## src/rtl/sync_fifo_pkg.sv

```systemverilog
// Shared types and width helpers for the sync FIFO family.
package sync_fifo_pkg;

  typedef enum logic {FIFO_MODE_STD, FIFO_MODE_FWFT} fifo_mode_e;

  function automatic int fifo_ptr_width(input int depth);
    return (depth <= 2) ? 1 : $clog2(depth);
  endfunction

  function automatic int fifo_cnt_width(input int depth);
    return $clog2(depth + 1);
  endfunction

endpackage

```

## src/rtl/sync_fifo_mem.sv

```systemverilog
// FIFO storage: one synchronous write port, one asynchronous read port, no reset.
module sync_fifo_mem #(
  parameter int DEPTH  = 4,
  parameter int WIDTH  = 8,
  parameter int ADDR_W = 2
) (
  input  logic              clk,
  input  logic              we,
  input  logic [ADDR_W-1:0] waddr,
  input  logic [WIDTH-1:0]  wdata,
  input  logic [ADDR_W-1:0] raddr,
  output logic [WIDTH-1:0]  rdata
);

  logic [WIDTH-1:0] mem [DEPTH];

  always_ff @(posedge clk) begin
    if (we) mem[waddr] <= wdata;
  end

  assign rdata = mem[raddr];

endmodule

```

## src/rtl/sync_fifo_prog.sv

```systemverilog
// Single-clock FIFO with arbitrary depth, STD/FWFT read mode, programmable
// almost-full/almost-empty thresholds, occupancy output and sticky error flags.
module sync_fifo_prog
  import sync_fifo_pkg::*;
#(
  parameter int         FIFO_DEPTH = 4,
  parameter int         FIFO_WIDTH = 8,
  parameter fifo_mode_e FIFO_MODE  = FIFO_MODE_STD,
  localparam int        PTR_W      = fifo_ptr_width(FIFO_DEPTH),
  localparam int        CNT_W      = fifo_cnt_width(FIFO_DEPTH)
) (
  input  logic                  clk,
  input  logic                  rstn,
  input  logic                  wren,
  input  logic [FIFO_WIDTH-1:0] wrdata,
  input  logic                  rden,
  output logic [FIFO_WIDTH-1:0] rddata,
  output logic                  rdvalid,
  input  logic [CNT_W-1:0]      af_thresh,
  input  logic [CNT_W-1:0]      ae_thresh,
  input  logic                  clr_err,
  output logic [CNT_W-1:0]      level,
  output logic                  full,
  output logic                  almost_full,
  output logic                  empty,
  output logic                  almost_empty,
  output logic                  overflow,
  output logic                  underflow
);

  localparam logic [PTR_W-1:0] PTR_LAST = PTR_W'(FIFO_DEPTH - 1);
  localparam logic [CNT_W-1:0] CNT_FULL = CNT_W'(FIFO_DEPTH);

  logic [PTR_W-1:0]      wr_ptr, rd_ptr;
  logic [FIFO_WIDTH-1:0] mem_rdata;
  logic                  wr_acc, rd_acc;

  assign full         = (level == CNT_FULL);
  assign empty        = (level == '0);
  assign almost_full  = (level >= af_thresh);
  assign almost_empty = (level <= ae_thresh);

  // No bypass: full blocks writes and empty blocks reads regardless of the other side.
  assign wr_acc = wren & ~full;
  assign rd_acc = rden & ~empty;

  sync_fifo_mem #(
    .DEPTH  (FIFO_DEPTH),
    .WIDTH  (FIFO_WIDTH),
    .ADDR_W (PTR_W)
  ) u_mem (
    .clk   (clk),
    .we    (wr_acc),
    .waddr (wr_ptr),
    .wdata (wrdata),
    .raddr (rd_ptr),
    .rdata (mem_rdata)
  );

  always_ff @(posedge clk) begin
    if (!rstn) begin
      wr_ptr    <= '0;
      rd_ptr    <= '0;
      level     <= '0;
      overflow  <= 1'b0;
      underflow <= 1'b0;
    end else begin
      if (wr_acc) wr_ptr <= (wr_ptr == PTR_LAST) ? '0 : wr_ptr + 1'b1;
      if (rd_acc) rd_ptr <= (rd_ptr == PTR_LAST) ? '0 : rd_ptr + 1'b1;
      case ({wr_acc, rd_acc})
        2'b10:   level <= level + 1'b1;
        2'b01:   level <= level - 1'b1;
        default: level <= level;
      endcase
      // A new error event outranks a simultaneous clear.
      if (wren && full)      overflow <= 1'b1;
      else if (clr_err)      overflow <= 1'b0;
      if (rden && empty)     underflow <= 1'b1;
      else if (clr_err)      underflow <= 1'b0;
    end
  end

  generate
    if (FIFO_MODE == FIFO_MODE_FWFT) begin : g_fwft
      assign rddata  = empty ? '0 : mem_rdata;
      assign rdvalid = ~empty;
    end else begin : g_std
      always_ff @(posedge clk) begin
        if (!rstn) begin
          rddata  <= '0;
          rdvalid <= 1'b0;
        end else begin
          rdvalid <= rd_acc;
          if (rd_acc) rddata <= mem_rdata;
        end
      end
    end
  endgenerate

endmodule

```

## config.mk

```make
export PLATFORM = sky130hd
export DESIGN_NAME = sync_fifo_prog
export DESIGN_NICKNAME = d
export VERILOG_FILES = /design/src/rtl/sync_fifo_pkg.sv /design/src/rtl/sync_fifo_mem.sv /design/src/rtl/sync_fifo_prog.sv
export SDC_FILE = /design/constraint.sdc
export NUM_CORES = 1
export LEC_CHECK = 0
export ABC_AREA = 1
export ABC_CLOCK_PERIOD_IN_PS = 1690
export BUFFER_PORTS_ARGS = -buffer_cell sky130_fd_sc_hd__buf_2
export CAP_MARGIN = 20
export CELL_PAD_IN_SITES_DETAIL_PLACEMENT = 1
export CELL_PAD_IN_SITES_GLOBAL_PLACEMENT = 2
export CORE_MARGIN = 2
export CORE_UTILIZATION = 25
export DETAILED_ROUTE_END_ITERATION = 8
export PLACE_DENSITY_LB_ADDON = 0.2
export SYNTH_ARGS = -nofsm -noshare
export SYNTH_HDL_FRONTEND = slang
export SYNTH_SLANG_ARGS = --single-unit
```

## constraint.sdc

```tcl
create_clock -name clk -period 1.69 [get_ports clk]
set_clock_uncertainty 0.1 [all_clocks]
set_input_delay 0.338 -clock clk [delete_from_list [all_inputs] [get_ports clk]]
set_output_delay 0.338 -clock clk [all_outputs]
set_load 0.05 [all_outputs]
```

### Word level (Yosys, flattened, before mapping)

Memory sizes are Yosys's and may differ from the RTL's. A register that Yosys moved wholly into a read port is not among the register bits.
Cells that the tools add are included.

* add/subtract/negate cells: 4
* $mul: 0
* div/mod/pow operators: 0
* $lt $le $gt $ge: 2
* equal/unequal tests: 5
* shifts and indexed selects: 0
* multiplexer cells: 8
* bitwise gates (word level): 4
* reductions and logical operators: 7

Operators with widths (count)
* equality test 2 bit, second input constant: 3
* one-hot mux 3 bit (2 select lines): 1
* nonzero test 2 bit: 3
* two-way mux 1 bit: 5
* adder 2 x 1 -> 2 bit, second input constant: 2
* two-way mux 2 bit: 2
* adder 3 x 1 -> 3 bit, second input constant: 1
* equality test 3 bit, second input constant: 1
* >= comparator 3 bit: 1
* less-or-equal comparator 3 bit: 1
* logical NOT 3 bit: 1
* subtractor 3 x 1 -> 3 bit, second input constant: 1
* bitwise AND 1 bit: 2
* equality test 2 x 1 -> 1 bit, second input constant: 1
* logical AND 1 bit: 2
* inverter 1 bit: 2
* logical NOT 1 bit: 1

* flip-flop bits (word level): 10
* bits in latches: 0
* bits in writable memories: 32
* ROM bits: 0
* input bits: 19
* logic and storage cells: 37
* memories kept: 1

Memory list
* u_mem.mem: depth 4, width 8, rd ports 1, clocked after memory_dff 1, wr ports 1, RTL line sync_fifo_mem.sv:15 `logic [WIDTH-1:0] mem [DEPTH];`

### Longest topological paths before layout

* depth after elaboration: 5
* depth in mapped cells: 13
* gate-level depth less buffers: 13

### Cells and area by module

Synthesis repeated with hierarchy kept, for this count alone.

* cell total of the unflattened synthesis: 275
* area total of the unflattened synthesis: 2366.0 um^2

Modules (own cells, without submodules)
* sync_fifo_mem: instances 1, cells each 133, area an instance 1387.6 um^2, seq. area each 960.9 um^2
* sync_fifo_prog: instances 1, cells each 142, area an instance 978.4 um^2, seq. area each 360.3 um^2

### Worst setup path before layout

Ideal clock, no wire load.

* kind: register to register
* start point: register level[1]
* end point: register level[2]
* arrival time: 2052 ps
* data required time: 1477 ps
* setup slack: -575 ps
* cell stages (with the launch flop): 14
* path through: dfxtp_1 > inv_1 > nand3_4 > nand2_4 > inv_1 > ha_1 > inv_1 > fa_1 > inv_1 > nand2_1 > nand3_1 > nand2_1 > nand2_1 > nor2_1

* longest elaborated chain between the ends: 5
* elaborated cells on any way between the ends: 12

RTL lines
* start: declaration: RTL line sync_fifo_prog.sv:22 `output logic [CNT_W-1:0] level,`
* start signal: assignment: RTL line sync_fifo_prog.sv:71 `2'b10: level <= level + 1'b1;`
* start signal: assignment: RTL line sync_fifo_prog.sv:72 `2'b01: level <= level - 1'b1;`
* start signal: assignment: RTL line sync_fifo_prog.sv:73 `default: level <= level;`
* logical NOT 3 bit (*): RTL line sync_fifo_prog.sv:39 `assign empty = (level == '0);`
* inverter 1 bit (*): RTL line sync_fifo_prog.sv:45 `assign rd_acc = rden & ~empty;`
* bitwise AND 1 bit (*): RTL line sync_fifo_prog.sv:45
* net rd_acc: RTL line sync_fifo_prog.sv:36 `logic wr_acc, rd_acc;`
* equality test 2 x 1 -> 1 bit or equality test 2 bit (tied branches): RTL line sync_fifo_prog.sv:70 `case ({wr_acc, rd_acc})`
* one-hot mux 3 bit (2 select lines) or nonzero test 2 bit (tied branches)

Mark *: on every way through the listed nets, which the timed path passes. The rest lies on a longest branch.
A chain may end at the register's enable or synchronous reset.

### Worst setup path in the final report

* start point: register level[2]
* end point: output port almost_full

* longest elaborated chain between the ends: 1

RTL lines
* >= comparator 3 bit: RTL line sync_fifo_prog.sv:40 `assign almost_full = (level >= af_thresh);`
* end: declaration: RTL line sync_fifo_prog.sv:24 `output logic almost_full,`

No other way between the ends.

==> flow_metrics.py <==
metrics = {
    "status": {
        "outcome": "finished, violations left",
        "violations": "negative setup slack",
    },
    "global_route": {
        "track_usage": 0.114,
        "grt_pass1_vias": 1821,
        "overflow": 0,
        "grt_start_max_net_pins": 18,
        "antenna_found_initial": 0,
        "grt_pass1_wl_mm": 8.95,
    },
    "power": {
        "p_leak_nw": 1.50,
        "ir_drop_v": 0.000452,
        "power_density_nw_per_um2": 1620,
        "power_w": 0.00503,
    },
    "sta": {
        "hold_violations": 0,
        "drv_slew": 0,
        "worst_pin_slew_ns": 0.334,
        "min_period_ns": 1.90,
        "worst_slack_ns": -0.214,
        "period_share": 1.13,
        "fmax_mhz": 525,
        "rsz0062_at_grt": "true",
        "maxSlewHeadroom": 0.777,
        "setup_viol_count_final": 4,
    },
    "hold_path": {
        "hp-class": "input pin to flop",
    },
    "placed_design": {
        "dpl_cell_area_um2": 2880,
        "dpl.hpwl_mm": 3.93,
        "gp_congestion": 0.712,
        "dp.cells": 452,
        "io_buffers": 36,
    },
    "synthesis": {
        "synth_area_leaders": "edfxtp_1, dfxtp_1, nand2_1",
        "synth_nets": 303,
        "syn_inst": 271,
        "syn_area_per_cell_um2": 8.78,
        "yosysTopAreaCell": "edfxtp_1",
        "syn-cell-area_um2": 2380,
        "synth_seq_area_share": 0.555,
        "ys_warn_count": 0,
        "yosysTopAreaCellShare": 0.404,
        "ys_ff_latch": 50,
        "ys_types": 21,
    },
    "critical_path": {
        "worstSetupEndpointType": "primary output",
        "crit_path_top_delay_cell": "dfxtp_4",
        "critPathArrivalTime_ns": 1.47,
        "worstPathCellList": "buf_6 > ha_4 > nand2_2 > o211ai_1 > buf_4",
        "cp.required_ns": 1.25,
        "critPathMaxFanout": 4,
        "crit_path_max_incr_delay_ns": 0.37,
        "cp-start-kind": "flop",
        "crit_type": "flop to primary output",
    },
    "route": {
        "dr.pass1.iters": 4,
        "drc": 0,
        "wl_met2_mm": 2.70,
        "route.met3.wl_um": 190,
        "dr_total_vias": 1812,
        "wl_met1_mm": 2.56,
        "routed_wirelength_mm": 5.49,
        "wl_per_cell_um": 11.9,
        "first_iter_violations": 51,
        "routed.top_layer": "met4",
        "ant_nets": 0,
        "avgViaCountPerCell": 3.91,
    },
    "layout": {
        "regArea_um2": 1330,
        "drive_gt1_frac": 0.275,
        "layout.cells.non_filler": 463,
        "final_common_cell": "nand2_1",
        "final_cell_area_um2": 3100,
        "syn_to_final_growth_pct": 30.4,
        "nFillCells": 1110,
        "multi_input_area_um2": 843,
        "nets": 365,
        "final_cell_mix": "nand2_1, inv_1, buf_2, edfxtp_1, nor2_1",
        "n_antenna_cell": 0,
    },
    "run": {
        "drv_cap": 0,
    },
    "clock_network": {
        "holdBufCountCts": 0,
        "h-tree-depth": 2,
        "cts_buffers": 5,
        "clock_sinks": 50,
        "clk_latency_ns": 0.30,
        "clkTransAtPathRegs_ns": 0.10,
        "cts.path.max_buffers": 2,
        "cts_tree": "yes",
        "root_buffer": "clkbuf_8",
    },
    "floorplan": {
        "fp-row-count": 35,
        "die_x_um": 102,
        "num_io_pins": 37,
        "initial_core_util": 0.258,
        "core_um2": 9240,
        "die_area_um2": 10300,
        "die_h_um": 102,
    },
}
-- kinds of logic (layout without fill, tap and decap cells) --
family | after synthesis | after routing | share of synthesized area
AOI/OAI and AO/OA | 12 | 12 | 0.0263
buffers and inverters | 69 | 132 | 0.122
DFF | 50 | 50 | 0.555
adders and majority gates | 13 | 13 | 0.0715
and+or+nand+nor | 127 | 127 | 0.225
-- cells in the mapped netlist, drive strengths merged --
library cell  instances
a21oi                 8
buf                   6
inv                  63
nand2                73
edfxtp               32
ha                   12
or2                   1
o211ai                1
dfxtp                18
nor2                 28
fa                    1
nand3b                1
o21ai                 3
nand3                24
-- state kept, by name (all words and copies together), names as in the netlist --
| signal | count |
|---|---|
| level | 3 |
| overflow | 1 |
| rd_ptr | 2 |
| wr_ptr | 2 |
| rdvalid | 1 |
| u_mem.mem | 32 |
| rddata | 8 |
| underflow | 1 |
-- where the power goes --
| part | total (W) | internal [W] | switching, W |
|---|---|---|---|
| Combinational | 0.00260 | 0.000972 | 0.00163 |
| Sequential | 0.00164 | 0.00152 | 0.000116 |
| Clock | 0.000795 | 0.000386 | 0.000409 |
-- cell type report --
type / count / share of cell area
Timing Repair Buffer: 61 / 0.133
Clock buffer: 7 / 0.0314
Multi-Input combinational cell: 152 / 0.272
Clock inverter: 1 / 0.00282
Tap cell: 129 / 0.0520
Sequential cell: 50 / 0.429
Inverter: 63 / 0.0802
-- final timing paths --
| check | from | to | slack (ns) | cells after the start |
|---|---|---|---|---|
| max | level[2] | almost_full | -0.21 | 5 |
| min | wrdata[7] | u_mem.mem[2][7] | 0.15 | 1 |
| max reg2reg | level[0] | level[2] | -0.07 | 14 |
| min reg2reg | underflow | underflow | 0.37 | 2 |
-- metrics by stage --
step	TNS [ns]	setup WS (ns)	hold WS [ns]	util
after floorplan	-1.23	-0.267	0.337	-
after global placement	-0.119	-0.0963	0.350	0.311
after detailed placement	-0.236	-0.182	0.359	0.311
after CTS	-0.828	-0.238	0.132	0.330
after global routing	-1.01	-0.286	0.121	0.336
final	-0.560	-0.214	0.151	0.336
-- what timing repair did --
action                                  CTS  global route
gates cloned                              0             0
resized for setup                        18            13
pin swaps                                 1             6
hold endpoints to repair                  0             0
setup buffers                             2             1
endpoints found under the setup margin    6             6
-- per-layer routing --
metal / vias to the layer above / track usage
li1: 948 / -
met1: 837 / 0.145
met2: 25 / 0.193
met3: 2 / 0.0276
met4: 0 / 0.0312
met5: - / 0
-- critical path: cells and delay by family, from the launching register on --
family / cells / cell delay (ns)
simple gates: 1 / 0.04
flops: 1 / 0.37
fa+ha+maj: 1 / 0.26
buf+inv: 2 / 0.34
compound gates: 1 / 0.15
No activity file was read; power rests on OpenSTA's default activity.
